`src/rtl/nmi_sched.sv`:
```
// Multi-source NMI scheduler: latches per-source requests, grants one at a time by fixed
// priority, pulses the generator request line and tracks entry, exit, timeout and holdoff.
module nmi_sched #(
    parameter int NSRC           = 4,
    parameter int CAUSE_W        = 2,
    parameter int TMO_FRAMES     = 3,
    parameter int HOLDOFF_FRAMES = 1
) (
    input  logic               fclk,
    input  logic               rst,
    input  logic [NSRC-1:0]    src_req,
    input  logic [NSRC-1:0]    src_mask,
    input  logic               int_start,
    input  logic               in_nmi,
    input  logic               cause_ack,
    input  logic               err_clr,
    output logic               set_nmi,
    output logic               busy,
    output logic [NSRC-1:0]    pend,
    output logic [CAUSE_W-1:0] cause,
    output logic               cause_vld,
    output logic               tmo_err
);

    typedef enum logic [1:0] {
        S_IDLE       = 2'd0,
        S_ISSUE      = 2'd1,
        S_WAIT_ENTRY = 2'd2,
        S_SERVICE    = 2'd3
    } state_t;

    localparam logic [3:0] TMO_L  = 4'(TMO_FRAMES);
    localparam logic [3:0] HOLD_L = 4'(HOLDOFF_FRAMES);

    state_t              state_q, state_d;
    logic [NSRC-1:0]     pend_q, pend_d;
    logic [CAUSE_W-1:0]  cause_q, cause_d;
    logic                cause_vld_q, cause_vld_d;
    logic                tmo_err_q, tmo_err_d;
    logic                set_nmi_q, set_nmi_d;
    logic                issue_q, issue_d;
    logic [3:0]          holdoff_q, holdoff_d;
    logic [3:0]          frame_q, frame_d;

    logic [NSRC-1:0]     grant_sel, grant_oh;
    logic [CAUSE_W-1:0]  grant_idx;
    logic                found;
    logic                vld_set, tmo_set;
    logic [3:0]          frame_inc;

    // Lowest set index of pend wins.
    always_comb begin
        grant_sel = '0;
        grant_idx = '0;
        found     = 1'b0;
        for (int i = 0; i < NSRC; i++) begin
            if (pend_q[i] && !found) begin
                found        = 1'b1;
                grant_sel[i] = 1'b1;
                grant_idx    = CAUSE_W'(i);
            end
        end
    end

    always_comb begin
        state_d   = state_q;
        cause_d   = cause_q;
        set_nmi_d = set_nmi_q;
        issue_d   = issue_q;
        holdoff_d = holdoff_q;
        frame_d   = frame_q;
        grant_oh  = '0;
        vld_set   = 1'b0;
        tmo_set   = 1'b0;
        frame_inc = (frame_q == 4'hF) ? 4'hF : frame_q + 4'd1;

        case (state_q)
            S_IDLE: begin
                if (int_start && holdoff_q != 4'd0) holdoff_d = holdoff_q - 4'd1;
                if (found && holdoff_q == 4'd0 && !in_nmi) begin
                    grant_oh  = grant_sel;
                    cause_d   = grant_idx;
                    set_nmi_d = 1'b1;
                    issue_d   = 1'b0;
                    state_d   = S_ISSUE;
                end
            end
            S_ISSUE: begin
                // Grant cycle plus one more; the falling edge is what the generator acts on.
                if (!issue_q) begin
                    issue_d = 1'b1;
                end else begin
                    set_nmi_d = 1'b0;
                    frame_d   = 4'd0;
                    state_d   = S_WAIT_ENTRY;
                end
            end
            S_WAIT_ENTRY: begin
                if (in_nmi) begin
                    vld_set = 1'b1;
                    state_d = S_SERVICE;
                end else if (int_start) begin
                    frame_d = frame_inc;
                    if (frame_inc >= TMO_L) begin
                        tmo_set   = 1'b1;
                        holdoff_d = HOLD_L;
                        state_d   = S_IDLE;
                    end
                end
            end
            S_SERVICE: begin
                if (!in_nmi) begin
                    holdoff_d = HOLD_L;
                    state_d   = S_IDLE;
                end
            end
            default: state_d = S_IDLE;
        endcase

        pend_d      = ((pend_q & ~grant_oh) | src_req) & ~src_mask;
        cause_vld_d = vld_set ? 1'b1 : (cause_ack ? 1'b0 : cause_vld_q);
        tmo_err_d   = tmo_set ? 1'b1 : (err_clr ? 1'b0 : tmo_err_q);
    end

    always_ff @(posedge fclk) begin
        if (rst) begin
            state_q     <= S_IDLE;
            pend_q      <= '0;
            cause_q     <= '0;
            cause_vld_q <= 1'b0;
            tmo_err_q   <= 1'b0;
            set_nmi_q   <= 1'b0;
            issue_q     <= 1'b0;
            holdoff_q   <= 4'd0;
            frame_q     <= 4'd0;
        end else begin
            state_q     <= state_d;
            pend_q      <= pend_d;
            cause_q     <= cause_d;
            cause_vld_q <= cause_vld_d;
            tmo_err_q   <= tmo_err_d;
            set_nmi_q   <= set_nmi_d;
            issue_q     <= issue_d;
            holdoff_q   <= holdoff_d;
            frame_q     <= frame_d;
        end
    end

    assign set_nmi   = set_nmi_q;
    assign busy      = (state_q != S_IDLE);
    assign pend      = pend_q;
    assign cause     = cause_q;
    assign cause_vld = cause_vld_q;
    assign tmo_err   = tmo_err_q;

endmodule
```
`config.mk`:
```
export PLATFORM = sky130hd
export DESIGN_NAME = nmi_sched
export DESIGN_NICKNAME = d
export VERILOG_FILES = /design/src/rtl/nmi_sched.sv
export SDC_FILE = /design/constraint.sdc
export NUM_CORES = 1
export LEC_CHECK = 0
export CORE_UTILIZATION = 47
export DETAILED_ROUTE_END_ITERATION = 16
export HOLD_SLACK_MARGIN = 0.15
export PLACE_DENSITY = 0.77
export SETUP_SLACK_MARGIN = 0.02
export SYNTH_ARGS = -nofsm -noshare
export SYNTH_HDL_FRONTEND = slang
export SYNTH_SLANG_ARGS = --single-unit
export TNS_END_PERCENT = 1
```
`constraint.sdc`:
```
create_clock -name fclk -period 2.7 [get_ports fclk]
set_input_delay 0.54 -clock fclk [delete_from_list [all_inputs] [get_ports fclk]]
set_output_delay 0.54 -clock fclk [all_outputs]
set_load 0.03 [all_outputs]
```
==> run metrics, run 1 <==
status complete, no violations; proportion of synthesized flip-flops having asynchronous set or reset 0%; sequential share of the synthesized area 41.6%; Max-cap violations 0; GRT Total Usage 19.1%; CORE AREA 0.00194 mm²; Max Fclk 447 MHz; crit path launch type flip-flop; post-layout instance count excluding filler cells 165; Final Hold Violating Endpoints 0; ratio of total power to cell area 655 mW/mm²; CTS buffer count 3; count of flip-flops with a built-in enable after synthesis 0; unrepaired setup endpoints after global routing no; number of buffers inserted by hold repair at cts 0; minimum hold slack 0.463 ns; total gr overflow 0; wire length of the first global-routing pass 2990 µm; number of search-and-repair iterations in the first detailed-routing pass 4; Post-CTS Repair Setup Buffers 0; number of nets with antenna violations after routing 0; Clock Pin Slew Worst Setup and Hold Paths 0.11 ns; maximum fanout along the worst path 10; Critical Path End Type output port; count of input and output buffers 23; Static Leakage 0.459 nW; cell count after placement 161; Worst Max-Slew Pin Slew 0.360 ns; Sink Count 20; clock tree from TritonCTS done; total die area 0.00223 mm²; slew margin rel. 75.9%; hpwl dp 1550 µm; pin count of the biggest net entering global routing 14; clock latency at the later pin of the worst-skew pair 0.30 ns; Total Power 0.000817 W; count of standard-cell rows 16; average instance area after synthesis 8.38 µm²; dominant cell type by area after synthesis sky130_fd_sc_hd__dfxtp_1; area taken by flip-flops and latches 400 µm²; register bit count reported by yosys 20; number of global-route vias before repair 754; WP data arrival 1.70 ns; Resized Gates After CTS 0; Synth cell types 36; net count of the mapped netlist 131; Clock H-tree levels 1; worst-case clock skew 0.00408 ns; Die Y-Extent 47.3 µm; yosys synthesis warning count 0; commonest register cell after synthesis sky130_fd_sc_hd__dfxtp_1; last weighted congestion value of the routability-driven placer 0.752; starting density of the core 49.6%; final core utilization 64.2%; worst path required time 2.16 ns; Final setup violation count 0; Peak VDD IR 0.407 mV; final critical-path share of the clock period 82.9%; io pins 24; Routed WL 2030 µm; CTS Root Cell sky130_fd_sc_hd__clkbuf_4; DRC viols 0; number of stages on the worst hold path 2; layout overhead on the synthesized area 29.5%; fin nets 155; Setup Crit Path Kind flip-flop to output port; filler cell count in the final layout 174; cell types with the largest area share after synthesis sky130_fd_sc_hd__dfxtp_1 (42%), sky130_fd_sc_hd__a21oi_1 (8.3%), sky130_fd_sc_hd__inv_1 (3.9%), sky130_fd_sc_hd__nor3_1 (3.6%), sky130_fd_sc_hd__nand2_1 (3.1%); setup tns final 0 ns; via count 938; iteration-0 DRC count of the detailed router 13; via/cell ratio 5.68; area of combinational cells with multiple inputs 494 µm²; total standard cell area after synthesis 963 µm²; Max Transition Viols Final 0; wire length per cell 12.3 µm; worst hold start cause[0]; count of inserted antenna diode cells 0; minimum clock period after layout 2.24 ns; Reg-to-Reg Start holdoff_q[0]; FF-to-FF path depth 6; Synth top area share 41.6%; width of the chip 47.3 µm; type of the tightest min-delay check flip-flop to flip-flop; number of instances in the synthesized netlist 115; initial antenna violation count 0; number of buffers between clock root and the deepest sink 2; source of the critical timing path state_q[1]; fraction of layout cells with a size suffix above 1 6.52%
==> layout make-up <==
cell class	count	area share, %
Multi-Input combinational cell	79	39.6
Tap cell	27	2.71
Inverter	10	3.01
Timing Repair Buffer	25	19.7
Clock buffer	4	2.91
Sequential cell	20	32.1
==> sequential cells by signal, indices dropped and copies added (netlist names) <==
name / cells
tmo_err: 1
issue_q: 1
frame_q: 4
holdoff_q: 4
cause: 2
set_nmi: 1
pend: 4
cause_vld: 1
state_q: 2
==> per-stage QoR <==
stage               area, µm²  setup WS (ns)
floorplan                 963          0.733
global placement         1210          0.359
detailed placement       1210          0.311
CTS                      1250          0.461
global route             1250          0.353
finish                   1250          0.461
==> where the power goes <==
group	switching [W]	total, W	internal (W)	leakage [nW]
clock network	0.0000922	0.000174	0.0000822	0.0210
logic	0.000141	0.000270	0.000129	0.275
registers	0.0000376	0.000373	0.000336	0.163
==> layer usage <==
layer  global-route usage, %  vias up  routed length (µm)
li1                        -      467                   -
met1                    20.5      448                 922
met2                    35.9       21                1010
met3                    5.77        2                  86
met4                    5.14        0                  13
met5                       0        -                   0
==> placed cells by master, fill, tap and decap left out, types with 2 or more instances in the layout <==
master	synthesis	routed
sky130_fd_sc_hd__clkdlybuf4s50_1	0	23
sky130_fd_sc_hd__dfxtp_1	20	20
sky130_fd_sc_hd__a21oi_1	16	16
sky130_fd_sc_hd__inv_1	10	10
sky130_fd_sc_hd__nand2_1	8	8
sky130_fd_sc_hd__nor3_1	7	7
sky130_fd_sc_hd__nor2_1	6	6
sky130_fd_sc_hd__nor2b_1	4	4
sky130_fd_sc_hd__nand2b_1	3	3
sky130_fd_sc_hd__o41ai_1	3	3
sky130_fd_sc_hd__nor4_1	3	3
sky130_fd_sc_hd__clkbuf_4	0	3
sky130_fd_sc_hd__nand3b_1	2	2
sky130_fd_sc_hd__and2b_1	2	2
sky130_fd_sc_hd__a31oi_1	2	2
sky130_fd_sc_hd__a211oi_1	2	2
sky130_fd_sc_hd__or3_1	2	2
sky130_fd_sc_hd__ha_1	2	2
sky130_fd_sc_hd__buf_4	0	2
==> cells in the mapped netlist (2+ instances only) <==
| cell type | number |
|---|---|
| sky130_fd_sc_hd__a21oi_1 | 16 |
| sky130_fd_sc_hd__nor3_1 | 7 |
| sky130_fd_sc_hd__a31oi_1 | 2 |
| sky130_fd_sc_hd__nor4_1 | 3 |
| sky130_fd_sc_hd__nand2_1 | 8 |
| sky130_fd_sc_hd__nor2b_1 | 4 |
| sky130_fd_sc_hd__and2b_1 | 2 |
| sky130_fd_sc_hd__or3_1 | 2 |
| sky130_fd_sc_hd__nand3b_1 | 2 |
| sky130_fd_sc_hd__nand2b_1 | 3 |
| sky130_fd_sc_hd__inv_1 | 10 |
| sky130_fd_sc_hd__ha_1 | 2 |
| sky130_fd_sc_hd__a211oi_1 | 2 |
| sky130_fd_sc_hd__o41ai_1 | 3 |
| sky130_fd_sc_hd__clkbuf_1 | 4 |
| sky130_fd_sc_hd__nor2_1 | 6 |
| sky130_fd_sc_hd__dfxtp_1 | 20 |
==> worst max-delay path: stages (launching register included) <==
cell,delay (ns)
sky130_fd_sc_hd__dfxtp_1,0.54
sky130_fd_sc_hd__nor2_1,0.11
sky130_fd_sc_hd__inv_1,0.09
sky130_fd_sc_hd__clkdlybuf4s50_1,0.67
==> kinds of logic after synthesis <==
logic type	after synthesis	synth area share, %
buf+inv	16	7.14
flops	20	41.6
fa+ha+maj	2	2.60
simple gates	45	26.5
compound gates	32	22.2
==> worst paths after layout <==
check | slack (ns) | endpoint
min | 0.46 | cause[0]
max | 0.46 | busy
max reg2reg | 0.48 | cause[0]
min reg2reg | 0.46 | cause[0]
(Power assumes the default switching activity.)
==> inputs of run 2 (changes only) <==
Clock period 2.7 ns to 2.2 ns, I/O delays scaled along.
==> run 2 against run 1 <==
Clock-buffer cell count unchanged; combinational power up 31%; largest power group unchanged; sequential power up 23%; worst setup slack worse by 0.30 ns; flip-flop and latch count unchanged; clock power up 20%; sequential share of layout area down 0.85 points; cell count up 2.4%; non-clock buffer count up 4; first-iteration DRC count down 69%; worst hold slack about the same; register-to-register slack worse by 0.32 ns.
==> run metrics, run 2 (synthesis gave the netlist of run 1 again) <==
CORE AREA 0.00194 mm²; number of buffers inserted by hold repair at cts 0; status complete, no violations; commonest cells after routing, fill and taps aside sky130_fd_sc_hd__clkdlybuf4s50_1 (23), sky130_fd_sc_hd__dfxtp_1 (20), sky130_fd_sc_hd__a21oi_1 (16), sky130_fd_sc_hd__inv_1 (10), sky130_fd_sc_hd__nand2_1 (8); clock tree from TritonCTS done; total die area 0.00223 mm²; worst-case clock skew 0.00299 ns; worst path required time 2.43 ns; Final Worst Setup Slack 0.163 ns; number of nets with antenna violations after routing 0; wire length of the first global-routing pass 3350 µm; wire length per cell 12.6 µm; Sink Count 20; endpoint of the worst register-to-register path cause[0]; Final Hold Violating Endpoints 0; via/cell ratio 5.45; FF-to-FF path depth 6; number of buffers between clock root and the deepest sink 2; maximum fanout along the worst path 7; via count 921; initial antenna violation count 0; width of the chip 47.3 µm; WP data arrival 2.27 ns; total gr overflow 0; leading cell type in the layout, fill and taps excluded sky130_fd_sc_hd__clkdlybuf4s50_1; count of input and output buffers 23; filler cell count in the final layout 181; minimum clock period after layout 2.04 ns; hpwl dp 1630 µm; minimum hold slack 0.463 ns; last weighted congestion value of the routability-driven placer 0.733; slew margin rel. 76.1%; pin count of the biggest net entering global routing 12; Clock H-tree levels 1; Setup Crit Path Kind flip-flop to flip-flop; CTS buffer count 3; fin nets 159; clock latency at the later pin of the worst-skew pair 0.29 ns; Worst Max-Slew Pin Slew 0.358 ns; Resized Gates After CTS 0; minimum setup slack after placement 0.0958 ns; io pins 24; unrepaired setup endpoints after global routing no; number of search-and-repair iterations in the first detailed-routing pass 4; Peak VDD IR 0.615 mV; Final setup violation count 0; Die Y-Extent 47.3 µm; fraction of layout cells with a size suffix above 1 9.86%; source of the critical timing path holdoff_q[0]; layout overhead on the synthesized area 33.0%; CTS Root Cell sky130_fd_sc_hd__clkbuf_4; register-to-register setup slack 0.16 ns; final critical-path share of the clock period 92.6%; type of the tightest min-delay check flip-flop to flip-flop; ratio of total power to cell area 795 mW/mm²; Max Fclk 491 MHz; count of standard-cell rows 16; Clock Pin Slew Worst Setup and Hold Paths 0.11 ns; endpoint of the worst hold path cause[1]; Max-cap violations 0; number of global-route vias before repair 827; Max Transition Viols Final 0; number of stages on the worst hold path 2; crit path launch type flip-flop; Routed WL 2140 µm; Post-CTS Repair Setup Buffers 0; Critical Path End Type flip-flop; worst hold start cause[1]; count of inserted antenna diode cells 0; iteration-0 DRC count of the detailed router 4; DRC viols 0; starting density of the core 49.6%; Static Leakage 0.480 nW; setup tns final 0 ns; GRT Total Usage 21.4%; Reg-to-Reg Start holdoff_q[0]
## run 2: changes by cell type in the layout (fill, tap and decap cells not counted), sizes merged
cell	previous run	this run
buf	2	6
## run 2: where the power goes
group | internal (W) | switching (W)
clock | 0.000101 | 0.000108
combinational | 0.000170 | 0.000183
sequential | 0.000412 | 0.0000451
total | 0.000683 | 0.000336
## run 2: per-stage QoR
step / cell area [µm²] / power [W] / std cells / utilization [%]
final: 1280 / 0.00102 / 169 / 66.0
after global routing: 1280 / 0.00109 / 169 / 66.0
after detailed placement: 1240 / 0.000813 / 165 / 63.9
after floorplan: 963 / 0.000698 / 115 / -
after global placement: 1240 / 0.000797 / 165 / 63.9
after CTS: 1280 / 0.00103 / 169 / 65.8
## run 2: layer usage
layer,GRT usage (%),up-vias,share of wire (%)
met5,0,-,0
met4,10.3,0,0.84
met3,2.69,2,3.4
met2,38.9,17,51
met1,24.4,424,45
li1,-,478,-
## run 2: area by class of cell
class | instances | area, µm² | area share (%)
Sequential cell | 20 | 400 | 31.2
Tap cell | 27 | 33.8 | 2.64
Timing Repair Buffer | 29 | 275 | 21.5
Clock buffer | 4 | 36.3 | 2.83
Multi-Input combinational cell | 79 | 498 | 38.9
Inverter | 10 | 37.5 | 2.93
## run 2: worst max-delay path by stage
stage / endpoint / cells past startpoint / slack (ns)
5_1_grt: cause[0] / 6 / 0.04
3_5_place_dp: cause[0] / 4 / 0.1
3_3_place_gp: pend[3] / 4 / 0.14
6_report: cause[0] / 6 / 0.16
2_1_floorplan: cause[1] / 7 / 0.23
4_1_cts: cause[0] / 6 / 0.08
## run 2: critical path, stage by stage, from the launching register on
cell                      delay, ns
sky130_fd_sc_hd__dfxtp_1       0.35
sky130_fd_sc_hd__inv_1         0.06
sky130_fd_sc_hd__ha_1          0.15
sky130_fd_sc_hd__or3b_1        0.37
sky130_fd_sc_hd__or4_4         0.53
sky130_fd_sc_hd__or3_1         0.36
sky130_fd_sc_hd__a21oi_1       0.15
